$ cat src/rtl/calc_pkg.sv
// Shared calculator-datapath constants and the multiplier state encoding.
package calc_pkg;

    localparam int unsigned MULT_W     = 16;
    localparam int unsigned PROD_W     = 32;
    localparam int unsigned MULT_ITERS = 16;

    typedef enum logic [1:0] {
        ST_IDLE = 2'd0,
        ST_RUN  = 2'd1,
        ST_DONE = 2'd2
    } state_t;

endpackage

$ cat src/rtl/SimpleAddFunction.sv
// 16-bit ripple-carry adder: {c_out, Q} = A + B.
module SimpleAddFunction (
    input  logic [15:0] A,
    input  logic [15:0] B,
    output logic        c_out,
    output logic [15:0] Q
);

    // Ripple the carry from bit 0 upward, one full adder per bit.
    always_comb begin
        logic carry;
        carry = 1'b0;
        Q     = '0;
        for (int unsigned i = 0; i < 16; i++) begin
            Q[i]  = A[i] ^ B[i] ^ carry;
            carry = (A[i] & B[i]) | (carry & (A[i] ^ B[i]));
        end
        c_out = carry;
    end

endmodule

$ cat src/rtl/seq_shift_add_mult.sv
// Sequential unsigned shift-and-add multiplier reusing one 16-bit ripple adder
// for all 16 iterations; start/busy/done handshake.
module seq_shift_add_mult
    import calc_pkg::*;
#(
    parameter int unsigned WIDTH      = 16,
    parameter int unsigned ITER_CNT_W = 4
) (
    input  logic               clk,
    input  logic               rst_n,
    input  logic               start,
    input  logic [WIDTH-1:0]   in_A,
    input  logic [WIDTH-1:0]   in_B,
    output logic               busy,
    output logic               done,
    output logic [2*WIDTH-1:0] product,
    output logic               ovf
);

    state_t                state_q, state_d;
    logic [WIDTH-1:0]      m_q, m_d;
    logic [2*WIDTH-1:0]    p_q, p_d;
    logic [ITER_CNT_W-1:0] cnt_q, cnt_d;
    logic [2*WIDTH-1:0]    product_q, product_d;
    logic                  ovf_q, ovf_d;

    logic [WIDTH-1:0]      add_b;
    logic [WIDTH-1:0]      add_q;
    logic                  add_c;
    logic [2*WIDTH-1:0]    p_shift;

    // Add the multiplicand only when the current multiplier bit is set.
    assign add_b   = p_q[0] ? m_q : '0;
    // Carry enters bit 31 as the accumulator:multiplier pair shifts right.
    assign p_shift = {add_c, add_q, p_q[WIDTH-1:1]};

    SimpleAddFunction u_add (
        .A     (p_q[2*WIDTH-1:WIDTH]),
        .B     (add_b),
        .c_out (add_c),
        .Q     (add_q)
    );

    // State and datapath registers; reset clears everything, even mid-run.
    always_ff @(posedge clk) begin
        if (!rst_n) begin
            state_q   <= ST_IDLE;
            m_q       <= '0;
            p_q       <= '0;
            cnt_q     <= '0;
            product_q <= '0;
            ovf_q     <= 1'b0;
        end else begin
            state_q   <= state_d;
            m_q       <= m_d;
            p_q       <= p_d;
            cnt_q     <= cnt_d;
            product_q <= product_d;
            ovf_q     <= ovf_d;
        end
    end

    // Next-state and datapath update: latch in IDLE, iterate in RUN, pulse in DONE.
    always_comb begin
        state_d   = state_q;
        m_d       = m_q;
        p_d       = p_q;
        cnt_d     = cnt_q;
        product_d = product_q;
        ovf_d     = ovf_q;
        case (state_q)
            ST_IDLE: begin
                if (start) begin
                    m_d     = in_A;
                    p_d     = {{WIDTH{1'b0}}, in_B};
                    cnt_d   = '0;
                    state_d = ST_RUN;
                end
            end
            ST_RUN: begin
                p_d   = p_shift;
                cnt_d = cnt_q + ITER_CNT_W'(1);
                if (cnt_q == ITER_CNT_W'(MULT_ITERS - 1)) begin
                    product_d = p_shift;
                    ovf_d     = |p_shift[2*WIDTH-1:WIDTH];
                    state_d   = ST_DONE;
                end
            end
            ST_DONE: state_d = ST_IDLE;
            default: state_d = ST_IDLE;
        endcase
    end

    assign busy    = (state_q == ST_RUN);
    assign done    = (state_q == ST_DONE);
    assign product = product_q;
    assign ovf     = ovf_q;

endmodule

$ cat config.mk
export PLATFORM = sky130hd
export DESIGN_NAME = seq_shift_add_mult
export DESIGN_NICKNAME = d
export VERILOG_FILES = /design/src/rtl/calc_pkg.sv /design/src/rtl/SimpleAddFunction.sv /design/src/rtl/seq_shift_add_mult.sv
export SDC_FILE = /design/constraint.sdc
export NUM_CORES = 1
export LEC_CHECK = 0
export ABC_AREA = 1
export CORE_MARGIN = 2
export CORE_UTILIZATION = 49
export CTS_BUF_LIST = sky130_fd_sc_hd__clkbuf_4
export DETAILED_ROUTE_END_ITERATION = 8
export PLACE_DENSITY = 0.79
export SETUP_SLACK_MARGIN = 0.15
export SLEW_MARGIN = 20
export SYNTH_ARGS = -nofsm -noshare
export SYNTH_HDL_FRONTEND = slang
export SYNTH_SLANG_ARGS = --single-unit
$ cat constraint.sdc
create_clock -name clk -period 6.8 [get_ports clk]
set_input_delay 1.36 -clock clk [delete_from_list [all_inputs] [get_ports clk]]
set_output_delay 1.36 -clock clk [all_outputs]
set_load 0.03 [all_outputs]
Word-level counts from Yosys, hierarchy flattened
Cells that the tools add are included.

Word-level logic and storage cells: 104. Bits of input ports: 35. Register bits after elaboration: 87.

Bitwise operators: 77. $add $sub $neg: 1. Equality and inequality tests: 5. Muxes and demuxes: 8. Reductions and logical operators: 7.

Operator list (number): case mux 32 bit (2 select lines) (1); 2-to-1 mux 32 bit (1); bitwise AND 1 bit (31); XOR 1 bit (31); 2-to-1 mux 16 bit (1); OR reduction 16 bit (1); OR 1 bit (15); case mux 4 bit (2 select lines) (1); AND reduction 2 bit (4); adder 4 x 1 -> 4 bit (second input constant) (1); == test 4 bit (second input constant) (1); 2-to-1 mux 2 bit (2); 2-to-1 mux 4 bit (1); case mux 2 bit (2 select lines) (1); == test 2 x 1 -> 1 bit (second input constant) (1); == test 2 bit (second input constant) (1); zero test 2 bit (1); != test 2 x 1 -> 1 bit (second input constant) (1); != test 2 bit (second input constant) (1); nonzero test 2 bit (1).

Longest topological paths before layout
Gate-level depths: netlist (run 1).

Word-level depth: 33. Mapped depth: 32. Gate-level depth less buffers: 30.

Hierarchy
Synthesis (run 1) repeated with hierarchy kept, for this count alone.

Cells, all modules: 499. Area total of the unflattened synthesis: 3866.2 um2.

Modules (own cells, without submodules): seq_shift_add_mult (area each 3515.9 um2, times used 1, cells each 473); SimpleAddFunction (area each 350.3 um2, times used 1, cells each 26).

Worst setup path after synthesis (run 1)
OpenSTA, ideal clock, no wires.

Path type: register to register. Start: register p_q[0]. End: register p_q[30]. Library setup time: 0.070 ns. Data required time: 6.730 ns. Path buffers: 2. Stages on the path, launching flop included: 28. Arrival time: 6.487 ns. Setup slack: 0.242 ns. Path through: dfxtp_1 -> clkbuf_1 -> clkbuf_1 -> nand2_1 -> inv_1 -> ha_1 -> inv_1 -> fa_1 -> inv_1 -> fa_1 -> fa_1 -> inv_1 -> fa_1 -> inv_1 -> fa_1 -> fa_1 -> fa_1 -> fa_1 -> fa_1 -> fa_1 -> fa_1 -> fa_1 -> fa_1 -> inv_1 -> fa_1 -> fa_1 -> or2_1 -> a21oi_1.

Cells in the longest elaborated chain, start to end: 32.

RTL lines: start: declaration (line seq_shift_add_mult.sv:22) `logic [2*WIDTH-1:0] p_q, p_d;`; start signal: assignment (line seq_shift_add_mult.sv:56) `p_q <= p_d;`; 2-to-1 mux 16 bit (*) (line seq_shift_add_mult.sv:33) `assign add_b = p_q[0] ? m_q : '0;`; bitwise AND 1 bit or XOR 1 bit (tied branches) (line SimpleAddFunction.sv:16) `carry = (A[i] & B[i]) | (carry & (A[i] ^ B[i]));`; bitwise AND 1 bit (line SimpleAddFunction.sv:16); OR 1 bit (line SimpleAddFunction.sv:16); bitwise AND 1 bit (line SimpleAddFunction.sv:16); OR 1 bit (line SimpleAddFunction.sv:16); bitwise AND 1 bit (line SimpleAddFunction.sv:16); OR 1 bit (line SimpleAddFunction.sv:16); (+16 left out); bitwise AND 1 bit (line SimpleAddFunction.sv:16); OR 1 bit (line SimpleAddFunction.sv:16); bitwise AND 1 bit (line SimpleAddFunction.sv:16); OR 1 bit (line SimpleAddFunction.sv:16); bitwise AND 1 bit (line SimpleAddFunction.sv:16); OR 1 bit (line SimpleAddFunction.sv:16); XOR 1 bit (*) (line SimpleAddFunction.sv:15) `Q[i] = A[i] ^ B[i] ^ carry;`; case mux 32 bit (2 select lines) (*) (line seq_shift_add_mult.sv:71) `case (state_q)`.

Mark *: on every way between the ends. The rest lies on a longest branch, timed or not. A chain may end at the register's enable or synchronous reset.

Worst setup path in the final report (run 1)
Start: register m_q[0]. End: register p_q[30].

Cells in the longest elaborated chain, start to end: 32.

RTL lines: start: declaration (line seq_shift_add_mult.sv:21) `logic [WIDTH-1:0] m_q, m_d;`; start signal: assignment (line seq_shift_add_mult.sv:55) `m_q <= m_d;`; 2-to-1 mux 16 bit (line seq_shift_add_mult.sv:33); bitwise AND 1 bit (2 in series) (line SimpleAddFunction.sv:16); OR 1 bit (line SimpleAddFunction.sv:16); bitwise AND 1 bit (line SimpleAddFunction.sv:16); OR 1 bit (line SimpleAddFunction.sv:16); bitwise AND 1 bit (line SimpleAddFunction.sv:16); OR 1 bit (line SimpleAddFunction.sv:16); bitwise AND 1 bit (line SimpleAddFunction.sv:16); (+15 left out); bitwise AND 1 bit (line SimpleAddFunction.sv:16); OR 1 bit (line SimpleAddFunction.sv:16); bitwise AND 1 bit (line SimpleAddFunction.sv:16); OR 1 bit (line SimpleAddFunction.sv:16); bitwise AND 1 bit (line SimpleAddFunction.sv:16); OR 1 bit (line SimpleAddFunction.sv:16); XOR 1 bit (line SimpleAddFunction.sv:15); case mux 32 bit (2 select lines) (line seq_shift_add_mult.sv:71).

Every way passes these cells.

==> results by group, run 1 <==
Setup path
  – Data arrival time of the worst path: 6.71 ns
  – Reg2Reg Setup Slack: 0.45 ns
  – CP endpoint kind: register
  – Setup CP Type: reg -> reg
  – Worst r2r path cells: 25
  – FF-to-FF End: p_q[30]
  – Worst Setup Start Kind: register
  – Top Family by Delay on Critical Path: adder cells
  – CP Data Required Time: 7.16 ns
  – CP max stage cell: fa_1
  – Slowest Stage Delay on Critical Path: 0.44 ns
  – CP Buf/Inv Count: 6
  – CP dominant cell by count: fa_1
  – Critical-path maximum fanout: 3
  – Worst r2r src: m_q[0]

Synth
  – EDFF count, synth: 0
  – Prevailing post-synth register cell: dfxtp_1
  – Ys Warns: 0
  – Post-synth net total: 541
  – Post-synthesis async set-or-reset flop share: 0%
  – Avg Inst Size Synth: 7.727 µm²
  – Ranking of synthesized cells by area: dfxtp_1 (46%), nand2_1 (11%), fa_1 (7.9%)
  – Distinct cell type count after synthesis: 24
  – Mapped Cells: 489
  – Synth cell count leaders: nand2_1 (114), dfxtp_1 (87), inv_1 (62), nor2_1 (62), o21ai_0 (47)
  – Register area share after synthesis: 46.09%
  – Most instantiated library cell after synthesis: nand2_1
  – Share of the synthesized area in the top cell type: 46.09%
  – Yosys reg bits: 87
  – Mapped Area: 3779 µm²
  – Area leader, netlist: dfxtp_1

Route
  – Initial DRC Count: 201
  – Met2 Wirelength: 3723 µm
  – Drt wl/cell: 12.31 µm
  – WL met1: 3819 µm
  – DRT Pass-1 Iters: 5
  – Routed WL: 8063 µm
  – Antenna-violating nets left: 0
  – DR WL met3: 350 µm
  – Highest Signal Layer: met4
  – Drt drc: 0
  – DR vias/cell: 4.835
  – Via count: 3,167

Finish
  – Total Nets Final: 600
  – # diodes: 0
  – Layout cell share with drive strength beyond 1: 5.244%
  – Area growth from synthesis to layout: 23.11%
  – Finished Layout Cells: 655
  – Final instance area: 4652 µm²

Power and ir drop
  – Int Pwr: 728.6 µW
  – Total power: 979.8 µW
  – Power Density: 210.6 nW/µm²
  – Psw: 251.2 µW
  – Clock Power Share: 33.7%
  – Peak VDD IR: 0.1047 mV
  – Sw frac: 25.64%
  – Lkg Pwr: 2.087 nW
  – Gate power share: 11.2%
  – Part of the power in registers: 55.2%

Clocking
  – Clock Latency Late Sink: 0.45 ns
  – CTS root buffer: clkbuf_4
  – Worst-path clk slew: 0.12 ns
  – CTS tree: yes
  – Clk buf depth: 2
  – Number of H-tree levels: 3
  – CTS sink cnt: 87
  – CTS buffer count: 9

Timing
  – Slew HR: 54.05%
  – Hold Fails Final Rpt: 0
  – Final Slew Violations: 0
  – Clock skew: 0.02108 ns
  – Final setup violation count: 0
  – FMAX: 157.5 MHz
  – Fin crit share: 93.38%
  – RSZ-0062 raised after global routing: no
  – Setup TNS: 0 ns
  – Final WS setup: 0.4504 ns
  – Minimum clock period after layout: 6.350 ns
  – Slew @ Worst Pin: 0.6885 ns

Worst hold path
  – Hold endpoint: p_q[31]
  – Hold path startpoint: p_q[31]
  – Min-delay worst type: reg -> reg
  – Worst hold stages: 2

GRT
  – Largest net degree at the start of global routing: 53
  – Initial antenna violation count: 0
  – First-pass GRT wire length: 13,740 µm
  – Overall Global Routing Usage: 20.25%
  – Vias in the first global route: 3,074
  – Congestion Overflow GR: 0

Placed design
  – Dpl hpwl: 5649 µm
  – Placer Congestion: 0.8668
  – Placed cells: 639
  – Port bufs: 69
  – Post-DP Area: 4482 µm²
  – Setup WS pre-CTS: 0.3037 ns

Job
  – Maximum Capacitance Violations: 0

Die
  – Die area: 8430 µm²
  – Die height: 91.82 µm
  – IO Pins: 70
  – Die width: 91.82 µm
  – Core Box Area: 7607 µm²
  – Site Rows: 32
  – Initial cell density of the core: 49.67%

Outcome
  – Status: completed
cells by family after synthesis:
group           share of synthesized area [%]
compound gates                          10.17
simple gates                            25.07
fa+ha+maj                               8.609
flops                                   46.09
buf+inv                                 10.07
how the worst max path moves through the flow:
| stage | endpoint | startpoint | cells past startpoint |
|---|---|---|---|
| detailed placement | p_q[30] | m_q[0] | 25 |
| floorplan | p_q[30] | p_q[0] | 27 |
| global placement | p_q[30] | m_q[0] | 25 |
| finish | p_q[30] | m_q[0] | 25 |
| CTS | p_q[30] | m_q[0] | 25 |
| global route | ovf | m_q[0] | 30 |
cell type report:
cell class                 count  area (µm²)
clock inverter                 6       85.08
inverter                      64       242.7
timing repair buffer          72       713.2
fill                         668        2955
multi-input combinational    314        1667
tap                          102       127.6
clock buffer                  10       75.07
sequential                    87        1742
routing by layer:
metal | up-vias | GRT usage (%)
li1 | 1631 | -
met1 | 1443 | 27.20
met2 | 76 | 32.35
met3 | 17 | 3.698
met4 | 0 | 8.333
met5 | - | 0
power groups by stage:
| stage | Combinational (mW) | Sequential, mW | Clock [mW] |
|---|---|---|---|
| after global placement | 0.106 | 0.551 | 0 |
| after global routing | 0.126 | 0.543 | 0.349 |
| after floorplan | 0.0732 | 0.549 | 0 |
| final | 0.109 | 0.540 | 0.330 |
| after detailed placement | 0.109 | 0.552 | 0 |
| after CTS | 0.109 | 0.540 | 0.332 |
flip-flops by register name, summed over array words and instances (netlist names):
name and count:
state_q 2, p_q 32, cnt_q 4, product 32, m_q 16, ovf 1
layout by cell type, fill, tap and decap left out:
cell             instances
o21ai_1                  7
nor3b_1                 16
clkinv_4                 1
nor2_4                   1
nand3_2                  1
nand2_2                  3
clkbuf_4                10
or2_1                    4
inv_4                    1
o21ai_0                 47
nor2_1                  62
clkinv_1                 2
nand2_1                114
dfxtp_1                 87
nand4_1                  1
o21ai_2                  1
buf_4                    3
clkdlybuf4s50_1         69
bufinv_16                2
ha_1                     2
inv_1                   62
fa_1                    11
fa_2                     4
nand3_1                 19
a21oi_1                 21
clkinvlp_4               1
clkinv_2                 1
tightest hold or removal path: stages, from the launching register on:
cell	delay (ns)
dfxtp_1	0.33
nand2_1	0.06
a21oi_1	0.06
per-stage QoR:
step / hold slack, ns / util (%)
after floorplan: 0.4401 / -
after global placement: 0.4476 / 58.91
after detailed placement: 0.4534 / 58.91
after CTS: 0.4791 / 61.02
after global routing: 0.5041 / 61.15
final: 0.4794 / 61.15
repair_timing:
action	CTS	global route
resized for setup	0	4
setup endpoints to repair	0	2
setup buffers	0	0
hold endpoints to repair	0	0
hold buffers	0	0
No activity file was read; power rests on OpenSTA's default activity.
==> run 2: changes to the inputs <==
- REMOVE_ABC_BUFFERS: not set -> 1
==> results by group, run 2 (same netlist as run 1, synthesis figures left out) <==
Finish
  – Fin util: 60.84% (-0.31 points)
  – Total Nets Final: 600 (unchanged)
  – Layout cell share with drive strength beyond 1: 5.063% (-0.18 points)
  – Area growth from synthesis to layout: 22.48%
  – # diodes: 0 (unchanged)
  – Final instance area: 4628 µm² (-0.51%)
  – Most frequent cells in the layout: nand2_1 (114), dfxtp_1 (87), clkdlybuf4s50_1 (69)
  – Most common cell after layout, fill and taps aside: nand2_1

Die
  – Die width: 91.82 µm (unchanged)
  – Site Rows: 32 (unchanged)
  – Die area: 8430 µm² (unchanged)
  – Core Box Area: 7607 µm² (unchanged)
  – Die height: 91.82 µm (unchanged)
  – Initial cell density of the core: 49.67% (unchanged)
  – IO Pins: 70 (unchanged)

Setup path
  – CP endpoint kind: register
  – CP dominant cell by count: fa_1
  – CP startpoint: m_q[0]
  – Data arrival time of the worst path: 6.78 ns (+0.07 ns)
  – Crit path depth: 25 (unchanged)
  – Worst r2r src: m_q[0]
  – Worst Setup Start Kind: register
  – CP Buf/Inv Count: 6 (unchanged)
  – Critical-path maximum fanout: 3 (unchanged)
  – Top Family by Delay on Critical Path: adder cells
  – Slowest Stage Delay on Critical Path: 0.42 ns (-0.02 ns)
  – CP Data Required Time: 7.16 ns (about the same)
  – CP max stage cell: fa_1
  – Setup CP Type: reg -> reg
  – Worst r2r path cells: 25 (unchanged)

Timing
  – Setup TNS: 0 ns (unchanged)
  – FMAX: 155.8 MHz (-1.1%)
  – Hold Fails Final Rpt: 0 (unchanged)
  – RSZ-0062 raised after global routing: no
  – Slew @ Worst Pin: 0.6597 ns (-0.02875 ns)
  – Slew HR: 56.01% (+2.0 points)
  – Final Slew Violations: 0 (unchanged)
  – Minimum clock period after layout: 6.419 ns (+0.06960 ns)
  – Final setup violation count: 0 (unchanged)
  – Fin crit share: 94.40% (+1.0 points)
  – Clock skew: 0.01132 ns (-0.009760 ns)
  – Final hold slack: 0.4754 ns (-0.003964 ns)

Route
  – Routed WL: 7744 µm (-4.0%)
  – DRT Pass-1 Iters: 4 (-1)
  – DR vias/cell: 4.817 (-0.38%)
  – Drt drc: 0 (unchanged)
  – Initial DRC Count: 202 (+0.50%)
  – Drt wl/cell: 11.82 µm (-4.0%)
  – Via count: 3,155 (-0.38%)
  – Antenna-violating nets left: 0 (unchanged)

Clocking
  – Number of H-tree levels: 3 (unchanged)
  – Hold_buf cts: 0 (unchanged)
  – CTS sink cnt: 87 (unchanged)
  – CTS tree: yes
  – Worst-path clk slew: 0.13 ns (about the same)
  – Clock Latency Late Sink: 0.43 ns (-0.02 ns)
  – PostCTS Resize Cnt: 0 (unchanged)
  – Clk buf depth: 2 (unchanged)
  – Postcts setup bufs: 0 (unchanged)
  – CTS buffer count: 9 (unchanged)
  – CTS root buffer: clkbuf_4

GRT
  – Overall Global Routing Usage: 19.62% (-0.62 points)
  – Initial antenna violation count: 0 (unchanged)
  – Vias in the first global route: 3,119 (+1.5%)
  – Largest net degree at the start of global routing: 53 (unchanged)
  – First-pass GRT wire length: 13,610 µm (-0.95%)
  – Congestion Overflow GR: 0 (unchanged)

Power and ir drop
  – Power Density: 201.9 nW/µm² (-4.1%)
  – Lkg Pwr: 2.075 nW (-0.61%)
  – Peak VDD IR: 0.1071 mV (+2.3%)

Placed design
  – Post-DP Area: 4482 µm² (unchanged)
  – Port bufs: 69 (unchanged)
  – Placer Congestion: 0.8039 (-7.3%)
  – Dpl hpwl: 5454 µm (-3.5%)

Outcome
  – Status: completed

Worst hold path
  – Min-delay worst type: reg -> reg
  – Worst hold stages: 2 (unchanged)
  – Hold path startpoint: p_q[20]

Job
  – Maximum Capacitance Violations: 0 (unchanged)
## run 2: changes by cell type in the layout (fill, tap and decap cells not counted)
cell        previous run  this run
bufinv_16              2         1
clkinv_1               2         3
clkinv_2               1         0
clkinvlp_4             1         2
## run 2: layout make-up
| cell class | count | area, µm² |
|---|---|---|
| Fill cell | 705 | 2979 |
| Sequential cell | 87 | 1742 |
| Multi-Input combinational cell | 314 | 1667 |
| Timing Repair Buffer | 72 | 713.2 |
| Inverter | 64 | 242.7 |
| Tap cell | 102 | 127.6 |
| Clock buffer | 10 | 75.07 |
| Clock inverter | 6 | 61.31 |
## run 2: final timing paths
kind             end  slack [ns]
min          p_q[20]        0.48
max reg2reg  p_q[30]        0.38
min reg2reg  p_q[20]        0.48
max          p_q[30]        0.38
## run 2: worst reg2reg max path: stages, from the launching register on
cell,delay (ns)
dfxtp_1,0.33
nand2_1,0.06
inv_1,0.04
ha_1,0.16
inv_1,0.06
fa_1,0.15
inv_1,0.05
fa_1,0.37
fa_1,0.36
inv_1,0.08
fa_1,0.16
inv_1,0.05
fa_1,0.40
fa_2,0.36
fa_2,0.35
fa_1,0.41
fa_2,0.36
fa_1,0.38
fa_1,0.39
fa_1,0.39
fa_1,0.37
inv_1,0.08
fa_2,0.20
fa_1,0.42
or2_1,0.25
a21oi_1,0.13
## run 2: stage by stage
stage	std cells	power [mW]	setup slack (ns)
final	655	0.9345	0.3808
after global routing	655	0.9809	0.1536
after CTS	655	0.9412	0.2577
after detailed placement	639	0.6602	0.2924
after global placement	639	0.6578	0.4000
after floorplan	465	0.6136	0.4378
## run 2: per-layer routing
| layer | vias to the layer above | global-route usage (%) | share of wire [%] |
|---|---|---|---|
| li1 | 1632 | - | - |
| met4 | 0 | 7.960 | 1.9 |
| met5 | - | 0 | 0 |
| met3 | 13 | 3.780 | 4.7 |
| met2 | 75 | 31.92 | 46 |
| met1 | 1435 | 25.77 | 47 |
## run 2: report_power, final
| part | internal, mW | total (mW) | switching, mW | leakage, nW |
|---|---|---|---|---|
| clock network | 0.114 | 0.285 | 0.171 | 0.0677 |
| logic | 0.0471 | 0.109 | 0.0617 | 1.30 |
| registers | 0.529 | 0.540 | 0.0107 | 0.709 |
| total | 0.691 | 0.935 | 0.244 | 2.07 |
